[src/rtl/branch_resolve_unit_if.sv]
// Request/result bundle between the execute-stage comparators, the branch
// resolve unit and the fetch redirect path.
interface branch_resolve_unit_if #(
    parameter int PC_W = 32
);
    // Valid/ready: a transfer happens on a rising clock edge where valid and
    // ready are both high; once valid is raised, the payload stays stable
    // until that edge, and ready may depend combinationally on the far side.
    logic            in_valid_i;
    logic            in_ready_o;
    logic [2:0]      funct3_i;
    logic [PC_W-1:0] pc_i;
    logic [PC_W-1:0] imm_i;
    logic            pred_taken_i;
    logic            s_equal_i;
    logic            s_alarger_i;
    logic            s_blarger_i;
    logic            u_equal_i;
    logic            u_alarger_i;
    logic            u_blarger_i;
    logic            flush_i;
    logic            out_valid_o;
    logic            out_ready_i;
    logic            taken_o;
    logic [PC_W-1:0] target_o;
    logic            illegal_o;
    logic            redirect_o;
    logic [PC_W-1:0] redirect_pc_o;

    modport master (
        output in_valid_i, funct3_i, pc_i, imm_i, pred_taken_i,
        output s_equal_i, s_alarger_i, s_blarger_i,
        output u_equal_i, u_alarger_i, u_blarger_i,
        output flush_i, out_ready_i,
        input  in_ready_o, out_valid_o, taken_o, target_o, illegal_o,
        input  redirect_o, redirect_pc_o
    );

    modport slave (
        input  in_valid_i, funct3_i, pc_i, imm_i, pred_taken_i,
        input  s_equal_i, s_alarger_i, s_blarger_i,
        input  u_equal_i, u_alarger_i, u_blarger_i,
        input  flush_i, out_ready_i,
        output in_ready_o, out_valid_o, taken_o, target_o, illegal_o,
        output redirect_o, redirect_pc_o
    );
endinterface

[src/rtl/branch_resolve_unit.sv]
// Resolves RV32I conditional branches from comparator flag triples and drives
// the fetch redirect. Define BRANCH_RESOLVE_STATS_EN for branch/mispredict counters.
module branch_resolve_unit #(
    parameter int PC_W  = 32,
    parameter int CNT_W = 16
) (
    input  logic                 clk_i,
    input  logic                 rst_i,
    branch_resolve_unit_if.slave bus,
    output logic [1:0]           dbg_state
`ifdef BRANCH_RESOLVE_STATS_EN
    ,
    output logic [CNT_W-1:0]     br_count_o,
    output logic [CNT_W-1:0]     mispredict_count_o
`endif
);
    typedef enum logic [1:0] {
        IDLE   = 2'd0,
        FULL   = 2'd1,
        SQUASH = 2'd2
    } state_t;

    state_t          state;
    logic            taken_q;
    logic            illegal_q;
    logic            mispredict_q;
    logic [PC_W-1:0] target_q;
    logic [PC_W-1:0] redirect_pc_q;

    logic            s_onehot;
    logic            u_onehot;
    logic            legal_f3;
    logic            cond;
    logic            req_illegal;
    logic            req_taken;
    logic            req_mispredict;
    logic [PC_W-1:0] req_target;
    logic [PC_W-1:0] req_fallthrough;
    logic [PC_W-1:0] req_redirect_pc;
    logic            in_ready;
    logic            accept;
    logic            out_hs;
    logic            redirect;

    always_comb begin
        s_onehot = 1'b0;
        u_onehot = 1'b0;
        case ({bus.s_equal_i, bus.s_alarger_i, bus.s_blarger_i})
            3'b100, 3'b010, 3'b001: s_onehot = 1'b1;
            default:                s_onehot = 1'b0;
        endcase
        case ({bus.u_equal_i, bus.u_alarger_i, bus.u_blarger_i})
            3'b100, 3'b010, 3'b001: u_onehot = 1'b1;
            default:                u_onehot = 1'b0;
        endcase
    end

    // funct3 01x has no branch encoding; everything else maps to one flag.
    always_comb begin
        legal_f3 = 1'b1;
        cond     = 1'b0;
        case (bus.funct3_i)
            3'b000:  cond = bus.s_equal_i;
            3'b001:  cond = ~bus.s_equal_i;
            3'b100:  cond = bus.s_blarger_i;
            3'b101:  cond = ~bus.s_blarger_i;
            3'b110:  cond = bus.u_blarger_i;
            3'b111:  cond = ~bus.u_blarger_i;
            default: legal_f3 = 1'b0;
        endcase
    end

    assign req_illegal     = ~legal_f3 | ~s_onehot | ~u_onehot;
    assign req_taken       = ~req_illegal & cond;
    assign req_target      = bus.pc_i + bus.imm_i;
    assign req_fallthrough = bus.pc_i + PC_W'(4);
    assign req_redirect_pc = req_taken ? req_target : req_fallthrough;
    assign req_mispredict  = ~req_illegal & (req_taken != bus.pred_taken_i);

    always_comb begin
        in_ready = 1'b0;
        case (state)
            IDLE:    in_ready = ~bus.flush_i;
            FULL:    in_ready = bus.out_ready_i & ~bus.flush_i & ~mispredict_q;
            SQUASH:  in_ready = ~bus.flush_i;
            default: in_ready = 1'b0;
        endcase
    end

    assign accept   = bus.in_valid_i & in_ready;
    assign out_hs   = (state == FULL) & bus.out_ready_i & ~bus.flush_i;
    assign redirect = out_hs & mispredict_q;

    always_ff @(posedge clk_i) begin
        if (rst_i) begin
            state         <= IDLE;
            taken_q       <= 1'b0;
            illegal_q     <= 1'b0;
            mispredict_q  <= 1'b0;
            target_q      <= '0;
            redirect_pc_q <= '0;
        end else if (bus.flush_i) begin
            state <= IDLE;
        end else begin
            case (state)
                IDLE: begin
                    if (accept) begin
                        state         <= FULL;
                        taken_q       <= req_taken;
                        illegal_q     <= req_illegal;
                        mispredict_q  <= req_mispredict;
                        target_q      <= req_target;
                        redirect_pc_q <= req_redirect_pc;
                    end
                end
                FULL: begin
                    if (bus.out_ready_i) begin
                        if (mispredict_q) begin
                            state <= SQUASH;
                        end else if (accept) begin
                            taken_q       <= req_taken;
                            illegal_q     <= req_illegal;
                            mispredict_q  <= req_mispredict;
                            target_q      <= req_target;
                            redirect_pc_q <= req_redirect_pc;
                        end else begin
                            state <= IDLE;
                        end
                    end
                end
                // Wrong-path requests are accepted and dropped until flush.
                SQUASH:  state <= SQUASH;
                default: state <= IDLE;
            endcase
        end
    end

    assign bus.in_ready_o    = in_ready;
    assign bus.out_valid_o   = (state == FULL);
    assign bus.taken_o       = taken_q;
    assign bus.illegal_o     = illegal_q;
    assign bus.target_o      = target_q;
    assign bus.redirect_pc_o = redirect_pc_q;
    assign bus.redirect_o    = redirect;
    assign dbg_state         = state;

`ifdef BRANCH_RESOLVE_STATS_EN
    always_ff @(posedge clk_i) begin
        if (rst_i) begin
            br_count_o         <= '0;
            mispredict_count_o <= '0;
        end else begin
            if (out_hs && (br_count_o != '1))
                br_count_o <= br_count_o + CNT_W'(1);
            if (redirect && (mispredict_count_o != '1))
                mispredict_count_o <= mispredict_count_o + CNT_W'(1);
        end
    end
`endif
endmodule
[src/flat_wrapper.sv]
// flat-port wrapper written by rule: the top's interface ports become plain ports
module branch_resolve_unit_flat 
#(
    parameter int PC_W  = 32,
    parameter int CNT_W = 16
)
  (clk_i, rst_i, dbg_state, bus_in_valid_i, bus_funct3_i, bus_pc_i, bus_imm_i, bus_pred_taken_i, bus_s_equal_i, bus_s_alarger_i, bus_s_blarger_i, bus_u_equal_i, bus_u_alarger_i, bus_u_blarger_i, bus_flush_i, bus_out_ready_i, bus_in_ready_o, bus_out_valid_o, bus_taken_o, bus_target_o, bus_illegal_o, bus_redirect_o, bus_redirect_pc_o);
  branch_resolve_unit_if #(.PC_W(PC_W)) bus_i ();
  input  logic clk_i;
  input  logic rst_i;
  output logic [1:0] dbg_state;
  input wire logic [$bits(bus_i.in_valid_i)-1:0] bus_in_valid_i;
  input wire logic [$bits(bus_i.funct3_i)-1:0] bus_funct3_i;
  input wire logic [$bits(bus_i.pc_i)-1:0] bus_pc_i;
  input wire logic [$bits(bus_i.imm_i)-1:0] bus_imm_i;
  input wire logic [$bits(bus_i.pred_taken_i)-1:0] bus_pred_taken_i;
  input wire logic [$bits(bus_i.s_equal_i)-1:0] bus_s_equal_i;
  input wire logic [$bits(bus_i.s_alarger_i)-1:0] bus_s_alarger_i;
  input wire logic [$bits(bus_i.s_blarger_i)-1:0] bus_s_blarger_i;
  input wire logic [$bits(bus_i.u_equal_i)-1:0] bus_u_equal_i;
  input wire logic [$bits(bus_i.u_alarger_i)-1:0] bus_u_alarger_i;
  input wire logic [$bits(bus_i.u_blarger_i)-1:0] bus_u_blarger_i;
  input wire logic [$bits(bus_i.flush_i)-1:0] bus_flush_i;
  input wire logic [$bits(bus_i.out_ready_i)-1:0] bus_out_ready_i;
  output wire logic [$bits(bus_i.in_ready_o)-1:0] bus_in_ready_o;
  output wire logic [$bits(bus_i.out_valid_o)-1:0] bus_out_valid_o;
  output wire logic [$bits(bus_i.taken_o)-1:0] bus_taken_o;
  output wire logic [$bits(bus_i.target_o)-1:0] bus_target_o;
  output wire logic [$bits(bus_i.illegal_o)-1:0] bus_illegal_o;
  output wire logic [$bits(bus_i.redirect_o)-1:0] bus_redirect_o;
  output wire logic [$bits(bus_i.redirect_pc_o)-1:0] bus_redirect_pc_o;
  assign bus_i.in_valid_i = bus_in_valid_i;
  assign bus_i.funct3_i = bus_funct3_i;
  assign bus_i.pc_i = bus_pc_i;
  assign bus_i.imm_i = bus_imm_i;
  assign bus_i.pred_taken_i = bus_pred_taken_i;
  assign bus_i.s_equal_i = bus_s_equal_i;
  assign bus_i.s_alarger_i = bus_s_alarger_i;
  assign bus_i.s_blarger_i = bus_s_blarger_i;
  assign bus_i.u_equal_i = bus_u_equal_i;
  assign bus_i.u_alarger_i = bus_u_alarger_i;
  assign bus_i.u_blarger_i = bus_u_blarger_i;
  assign bus_i.flush_i = bus_flush_i;
  assign bus_i.out_ready_i = bus_out_ready_i;
  assign bus_in_ready_o = bus_i.in_ready_o;
  assign bus_out_valid_o = bus_i.out_valid_o;
  assign bus_taken_o = bus_i.taken_o;
  assign bus_target_o = bus_i.target_o;
  assign bus_illegal_o = bus_i.illegal_o;
  assign bus_redirect_o = bus_i.redirect_o;
  assign bus_redirect_pc_o = bus_i.redirect_pc_o;
  branch_resolve_unit #(.PC_W(PC_W), .CNT_W(CNT_W)) u_core (.clk_i(clk_i), .rst_i(rst_i), .bus(bus_i), .dbg_state(dbg_state));
endmodule
[config.mk]
export PLATFORM = sky130hd
export DESIGN_NAME = branch_resolve_unit_flat
export DESIGN_NICKNAME = d
export VERILOG_FILES = /design/src/rtl/branch_resolve_unit_if.sv /design/src/rtl/branch_resolve_unit.sv /design/src/flat_wrapper.sv
export SDC_FILE = /design/constraint.sdc
export NUM_CORES = 1
export LEC_CHECK = 0
export ABC_AREA = 1
export ABC_CLOCK_PERIOD_IN_PS = 1600
export BUFFER_PORTS_ARGS = -buffer_cell sky130_fd_sc_hd__clkbuf_2
export CAP_MARGIN = 20
export CORE_MARGIN = 2
export CORE_UTILIZATION = 50
export DETAILED_ROUTE_END_ITERATION = 8
export PLACE_DENSITY = 0.77
export SYNTH_ARGS = -nofsm -noshare
export SYNTH_HDL_FRONTEND = slang
export SYNTH_SLANG_ARGS = --single-unit
[constraint.sdc]
create_clock -name clk_i -period 1.6 [get_ports clk_i]
set_input_delay 0.16 -clock clk_i [delete_from_list [all_inputs] [get_ports clk_i]]
set_output_delay 0.16 -clock clk_i [all_outputs]
set_load 0.005 [all_outputs]
After elaboration in Yosys (flattened, before gate mapping)
Cells that the tools add are included.

word-level totals
  bits of input ports = 79
  output and inout port bits = 71
  flip-flop bits (word level) = 69
  logic and storage cells = 88

operators by class
  add/sub/neg operators = 2
  mux-type cells = 32
  equality and inequality tests = 18
  reductions and logical operators = 11
  bitwise gates (word level) = 19

operator list
  kind                                                                      number
  32-bit two-way mux                                                        7
  32-bit one-hot mux with 2 select lines                                    2
  32-bit by 3-bit adder with 32-bit output (second input constant)          1
  32-bit adder                                                              1
  3-bit equality test (second input constant)                               6
  1-bit two-way mux                                                         13
  3-bit by 1-bit equality test with 1-bit output (second input constant)    3
  1-bit inverter                                                            9
  1-bit bitwise AND                                                         8
  2-bit two-way mux                                                         4
  1-bit one-hot mux with 2 select lines                                     4
  4-bit AND reduction                                                       2
  3-bit by 2-bit equality test with 1-bit output (second input constant)    2
  1-bit one-hot mux with 6 select lines                                     1
  2-bit one-hot mux with 3 select lines                                     1
  3-bit OR reduction                                                        2
  6-bit OR reduction                                                        1
  2-bit inequality test (second input constant)                             2
  2-bit OR reduction                                                        2
  3-bit logical NOT                                                         1
  3-bit by 2-bit inequality test with 1-bit output (second input constant)  1
  3-bit AND reduction                                                       1
  2-bit by 1-bit equality test with 1-bit output (second input constant)    1
  2-bit equality test (second input constant)                               1
  other kinds (5)                                                           6

Depth between registers and ports, before layout
  depth after elaboration = 14
  mapped depth = 15
  depth with buffers taken out = 15

Worst setup path before layout
OpenSTA, ideal clock, no wires.

  kind = input to register
  start point = input port bus_imm_i[0]
  end point = register u_core.target_q[10] (netlist: u_core.bus.target_o[10])
  cell stages on the path = 12
  buffers on the path = 0
  slack = -0.133 ns
  setup time = 0.116 ns
  data arrival time = 1.616 ns
  required time = 1.484 ns
  cells stage by stage = ha_1 > fa_1 > nand3_1 > nand2_1 > nand2_1 > nand2_1 > nand2_1 > nand2_1 > xnor2_1 > nand2_1 > o211ai_1 > inv_1

on the way
  longest elaborated chain between the ends = 5

RTL lines
  what                                        RTL line                                                source
  from (decl)                                 flat_wrapper.sv:15                                      input wire logic [$bits(bus_i.imm_i)-1:0] bus_imm_i;
  32-bit adder (*)                            branch_resolve_unit.sv:75                               assign req_target = bus.pc_i + bus.imm_i;
  32-bit two-way mux (*)                      branch_resolve_unit.sv:107, branch_resolve_unit.sv:120
  32-bit two-way mux                          branch_resolve_unit.sv:118                              if (mispredict_q) begin
  32-bit two-way mux                          branch_resolve_unit.sv:117                              if (bus.out_ready_i) begin
  32-bit one-hot mux with 2 select lines (*)  branch_resolve_unit.sv:105                              case (state)
  to (signal assigned)                        branch_resolve_unit.sv:112                              target_q <= req_target;
  to (signal assigned)                        branch_resolve_unit.sv:124                              target_q <= req_target;
  to (decl)                                   branch_resolve_unit.sv:27                               logic [PC_W-1:0] target_q;

Mark *: on every way between the ends. The rest lies on a longest branch, timed or not. The select of a mux whose other input is x is not followed.
A chain may end at the register's enable or synchronous reset.

Worst setup path in the final report
  start point = register u_core.state[0] (netlist: u_core.dbg_state[0])
  end point = register u_core.redirect_pc_q[20] (netlist: u_core.bus.redirect_pc_o[20])

on the way
  longest elaborated chain between the ends = 8
  elaborated cells on any way between the ends = 14
  those cells by class = eq/ne (4); mux (5); bitwise (1); reduce/logical (4)

RTL lines
  what                                                      RTL line                                               source
  from (decl)                                               branch_resolve_unit.sv:23                              state_t state;
  from (signal assigned)                                    branch_resolve_unit.sv:96                              state <= IDLE;
  from (signal assigned)                                    branch_resolve_unit.sv:103                             state <= IDLE;
  from (signal assigned)                                    branch_resolve_unit.sv:108                             state <= FULL;
  2-bit equality test or 2-bit logical NOT (tied branches)  branch_resolve_unit.sv:82, branch_resolve_unit.sv:105
  2-bit OR reduction (no line)                              --
  1-bit one-hot mux with 2 select lines                     branch_resolve_unit.sv:82                              case (state)
  1-bit bitwise AND                                         branch_resolve_unit.sv:90                              assign accept = bus.in_valid_i & in_ready;
  32-bit two-way mux (3 in a row)                           --
  32-bit one-hot mux with 2 select lines                    branch_resolve_unit.sv:105
  to (signal assigned)                                      branch_resolve_unit.sv:113                             redirect_pc_q <= req_redirect_pc;
  to (signal assigned)                                      branch_resolve_unit.sv:125                             redirect_pc_q <= req_redirect_pc;
  to (decl)                                                 branch_resolve_unit.sv:28                              logic [PC_W-1:0] redirect_pc_q;

Several ways; a longest one is shown, not always the timed one. The select of a mux whose other input is x is not followed.

==> results.sh <==
export IMPL_flow_area_growth_from_synthesis_pct=50.4
export IMPL_post_synth_cell_area_avg_um2=5.84
export IMPL_yosys_register_bits=69
export IMPL_synth_seq_area_share_pct=23.0
export IMPL_core_footprint_um2=11900
export IMPL_comb_power_share_pct=36.0
export IMPL_input_output_buffers=149
export IMPL_cts_root_buf="sky130_fd_sc_hd__clkbuf_16"
export IMPL_ctsLongestPathBuffers=2
export IMPL_yosys_area_top_type="sky130_fd_sc_hd__dfxtp_1"
export IMPL_setup_tns_ns=-0.552
export IMPL_grt_pass1_wl_mm=36.5
export IMPL_clock_tree_sinks=69
export IMPL_grt_pass1_vias=7324
export IMPL_vias_per_cell=5.31
export IMPL_fin_nets=1447
export IMPL_p_clk_share_pct=34.8
export IMPL_tightestPinTransition_ns=0.376
export IMPL_top_post_synthesis_cells_by_area="sky130_fd_sc_hd__dfxtp_1 (23%), sky130_fd_sc_hd__nand2_1 (21%), sky130_fd_sc_hd__inv_1 (8.9%)"
export IMPL_die_width_um=114
export IMPL_number_of_detailed_routing_iterations_run_before_antenna_repair=5
export IMPL_period_needed_ns=1.69
export IMPL_placed_cells=1464
export IMPL_grt_overflow_total=0
export IMPL_final_antenna_net_count=0
export IMPL_cts_hold_buf=0
export IMPL_gp_congestion=0.975
export IMPL_routed_wire_length_per_instance_um=16.0
export IMPL_cp_endpoint="u_core.bus.redirect_pc_o[20]"
export IMPL_worstPathRequired_ns=1.86
export IMPL_layout_core_utilization_pct=76.1
export IMPL_switching_share_of_power_pct=33.6
export IMPL_period_share_pct=106
export IMPL_outcome="finished, violations left"
export IMPL_worstReg2RegEnd="u_core.bus.redirect_pc_o[20]"
export IMPL_timing_hold_violations_final=0
export IMPL_crit_path_max_fanout=8
export IMPL_grt_setup_unrepaired="true"
export IMPL_timing_critical_path_from="u_core.dbg_state[0]"
export IMPL_starting_utilization_of_the_core_area_pct=50.6
export IMPL_route_final_wire_length_mm=23.9
export IMPL_hold_path_class="primary input to register"
export IMPL_max_stage_delay_ns=0.33
export IMPL_clock_skew_ns=0.00658
export IMPL_worst_setup_path_start_kind="register"
export IMPL_netlist_cell_types=40
export IMPL_count_of_filler_cells_inserted_in_the_layout=971
export IMPL_die_height_um=114
export IMPL_critical_path_reg2reg_startpoint="u_core.dbg_state[0]"
export IMPL_cts_inserted_buffers=9
export IMPL_grt_max_degree=30
export IMPL_path_clk_slew_ns=0.06
export IMPL_rows=40
export IMPL_synthFlopType="sky130_fd_sc_hd__dfxtp_1"
export IMPL_sequentialPowerShare_pct=29.2
export IMPL_fin_total_pwr_mw=6.34
export IMPL_synth_most_common_cell="sky130_fd_sc_hd__nand2_1"
export IMPL_die_area_um2=12900
export IMPL_violations="setup timing"
export IMPL_drc_errors=0
export IMPL_synth_commonest_cells="sky130_fd_sc_hd__nand2_1 (343), sky130_fd_sc_hd__inv_1 (142), sky130_fd_sc_hd__nor2_1 (120)"
export IMPL_timing_max_slew_rel_slack_pct=74.9
export IMPL_clock_latency_ns=0.33
export IMPL_pwr_density_cell_nw_per_um2=702
export IMPL_max_slew_violation_total_from_the_final_report=0
export IMPL_syn_num_nets=1140
export IMPL_grt_total_usage_pct=36.1
export IMPL_worst_setup_path_end_kind="register"
export IMPL_cts_tree="done"
export IMPL_netlist_area_um2=6000
export IMPL_boundaryPins=150
export IMPL_antenna_diode_count=0
export IMPL_syn_instance_count=1028
export IMPL_detail_route_iter0_violations=656
export IMPL_net_sw_power_mw=2.13
export IMPL_fin_worst_hold_slack_ns=0.151
export IMPL_stdcell_count=1487
export IMPL_timing_fmax_mhz=590
export IMPL_vdd_drop_max_mv=0.650
export IMPL_yosysWarningCount=0
export IMPL_drive_gt1_share_pct=34.0
export IMPL_setup_worst_path_class="register to register"
export IMPL_hpwlAfterDp_mm=18.8
export IMPL_dr_total_vias=7893
export IMPL_antenna_found_initial=0
export IMPL_slowest_stage="sky130_fd_sc_hd__dfxtp_2"
export IMPL_rrSetupSlack_ns=-0.09
export IMPL_ff2ff_path_depth=10
export IMPL_p_int_mw=4.21
export IMPL_drv_max_cap_violation_count=0
export IMPL_layout_setup_ws_ns=-0.0947
export IMPL_ys_async_sr_fraction_pct=0
export IMPL_cts_htree_levels=3
export IMPL_edff_count_synth=0
export IMPL_cp_cell_sequence="inv_2 -> nor2_4 -> nand3_2 -> a21oi_4 -> nand3_4 -> buf_12 -> nor2_4 -> buf_12 -> nand3_4 -> a21oi_2"
export IMPL_synth_top_cell_area_share_pct=23.0
export IMPL_critical_path_arrival_ns=1.95
export IMPL_power_leakage_nw=4.79
export IMPL_report_final_setup_viol=14
[how the worst min path moves through the flow]
stage,start,to,cells past startpoint
after floorplan,bus_pc_i[2],u_core.bus.redirect_pc_o[2],1
after CTS,bus_pred_taken_i,u_core.mispredict_q,4
after global routing,bus_pred_taken_i,u_core.mispredict_q,4
after detailed placement,u_core.bus.redirect_pc_o[5],u_core.bus.redirect_pc_o[5],2
final,bus_pred_taken_i,u_core.mispredict_q,4
after global placement,u_core.bus.target_o[5],u_core.bus.target_o[5],2
[timing repair]
| item | in CTS | in global routing |
|---|---|---|
| setup buffers | 4 | 2 |
| resized for setup | 24 | 102 |
| endpoints found under the setup margin | 14 | 58 |
| pin swaps | 10 | 17 |
| gates cloned | 1 | 0 |
| endpoints found under the hold margin | 0 | 0 |
[critical path, delay by kind of cell, from the launching register on]
family	cells	cell delay, ns
AOI/OAI and AO/OA	2	0.32
and+or+nand+nor	5	0.57
DFF	1	0.33
buffers and inverters	3	0.39
[power groups by stage]
stage / Clock, mW / Combinational [mW] / Sequential [mW]
after CTS: 2.21 / 2.05 / 1.85
after global placement: 0 / 1.98 / 1.89
final: 2.21 / 2.28 / 1.85
after detailed placement: 0 / 2.00 / 1.89
after global routing: 2.28 / 2.48 / 1.86
after floorplan: 0 / 0.998 / 1.88
[layout make-up]
| cell class | instances | area (um^2) | area share (%) |
|---|---|---|---|
| Inverter | 147 | 567 | 6.28 |
| Multi-Input combinational cell | 792 | 4490 | 49.7 |
| Timing Repair Buffer | 316 | 2080 | 23.0 |
| Sequential cell | 69 | 1380 | 15.3 |
| Clock buffer | 10 | 239 | 2.65 |
| Clock inverter | 6 | 93.8 | 1.04 |
| Tap cell | 147 | 184 | 2.04 |
[per-layer routing]
metal / track usage (%) / up-vias / wire length [um]
met5: 0 / - / 0
met4: 18.2 / 0 / 1270
met3: 5.58 / 60 / 1560
met2: 62.1 / 353 / 11400
met1: 43.8 / 3590 / 9680
li1: - / 3890 / -
[registers in the layout (all words and copies together), names as in the netlist]
name	cells
u_core.dbg_state	2
u_core.bus.target_o	32
u_core.bus.taken_o	1
u_core.mispredict_q	1
u_core.bus.illegal_o	1
u_core.bus.redirect_pc_o	32
[cell usage in the layout (no fill, tap or decap), types with 6 or more instances in the layout]
cell                        Yosys  final
sky130_fd_sc_hd__nand2_1      343    311
sky130_fd_sc_hd__buf_4          1    159
sky130_fd_sc_hd__clkbuf_2       0    149
sky130_fd_sc_hd__inv_1        142    142
sky130_fd_sc_hd__nor2_1       120    101
sky130_fd_sc_hd__dfxtp_1       69     67
sky130_fd_sc_hd__nand3_1       65     54
sky130_fd_sc_hd__a21oi_1       61     45
sky130_fd_sc_hd__o21ai_0       38     33
sky130_fd_sc_hd__nand2_2        1     29
sky130_fd_sc_hd__xor2_1        21     20
sky130_fd_sc_hd__nor2_2         0     17
sky130_fd_sc_hd__ha_1          32     17
sky130_fd_sc_hd__a21oi_2        0     16
sky130_fd_sc_hd__nor3_1        21     16
sky130_fd_sc_hd__nand4_1       14     14
sky130_fd_sc_hd__xnor2_1       15     13
sky130_fd_sc_hd__ha_4           0     12
sky130_fd_sc_hd__nand3_2        1     10
sky130_fd_sc_hd__o21a_1        10     10
sky130_fd_sc_hd__o211ai_1      10     10
sky130_fd_sc_hd__clkbuf_16      0      9
sky130_fd_sc_hd__nand3b_1       7      7
sky130_fd_sc_hd__a21o_1         6      6
sky130_fd_sc_hd__nor3_2         1      6
[kinds of logic after synthesis]
family | Yosys count | synth area share, %
AOI/OAI and AO/OA | 139 | 13.4
xor gates and xnor gates | 36 | 5.25
adders and majority gates | 33 | 7.00
buffers and inverters | 167 | 10.8
DFF | 69 | 23.0
and+or+nand+nor | 584 | 40.5
[per-stage QoR]
stage / setup WS [ns] / instance area, um^2
after floorplan: -0.00782 / 6030
after global placement: -0.382 / 8100
after detailed placement: -0.393 / 8100
after CTS: -0.0544 / 8580
after global routing: -0.147 / 9030
final: -0.0947 / 9030
No activity file was read; power rests on OpenSTA's default activity.
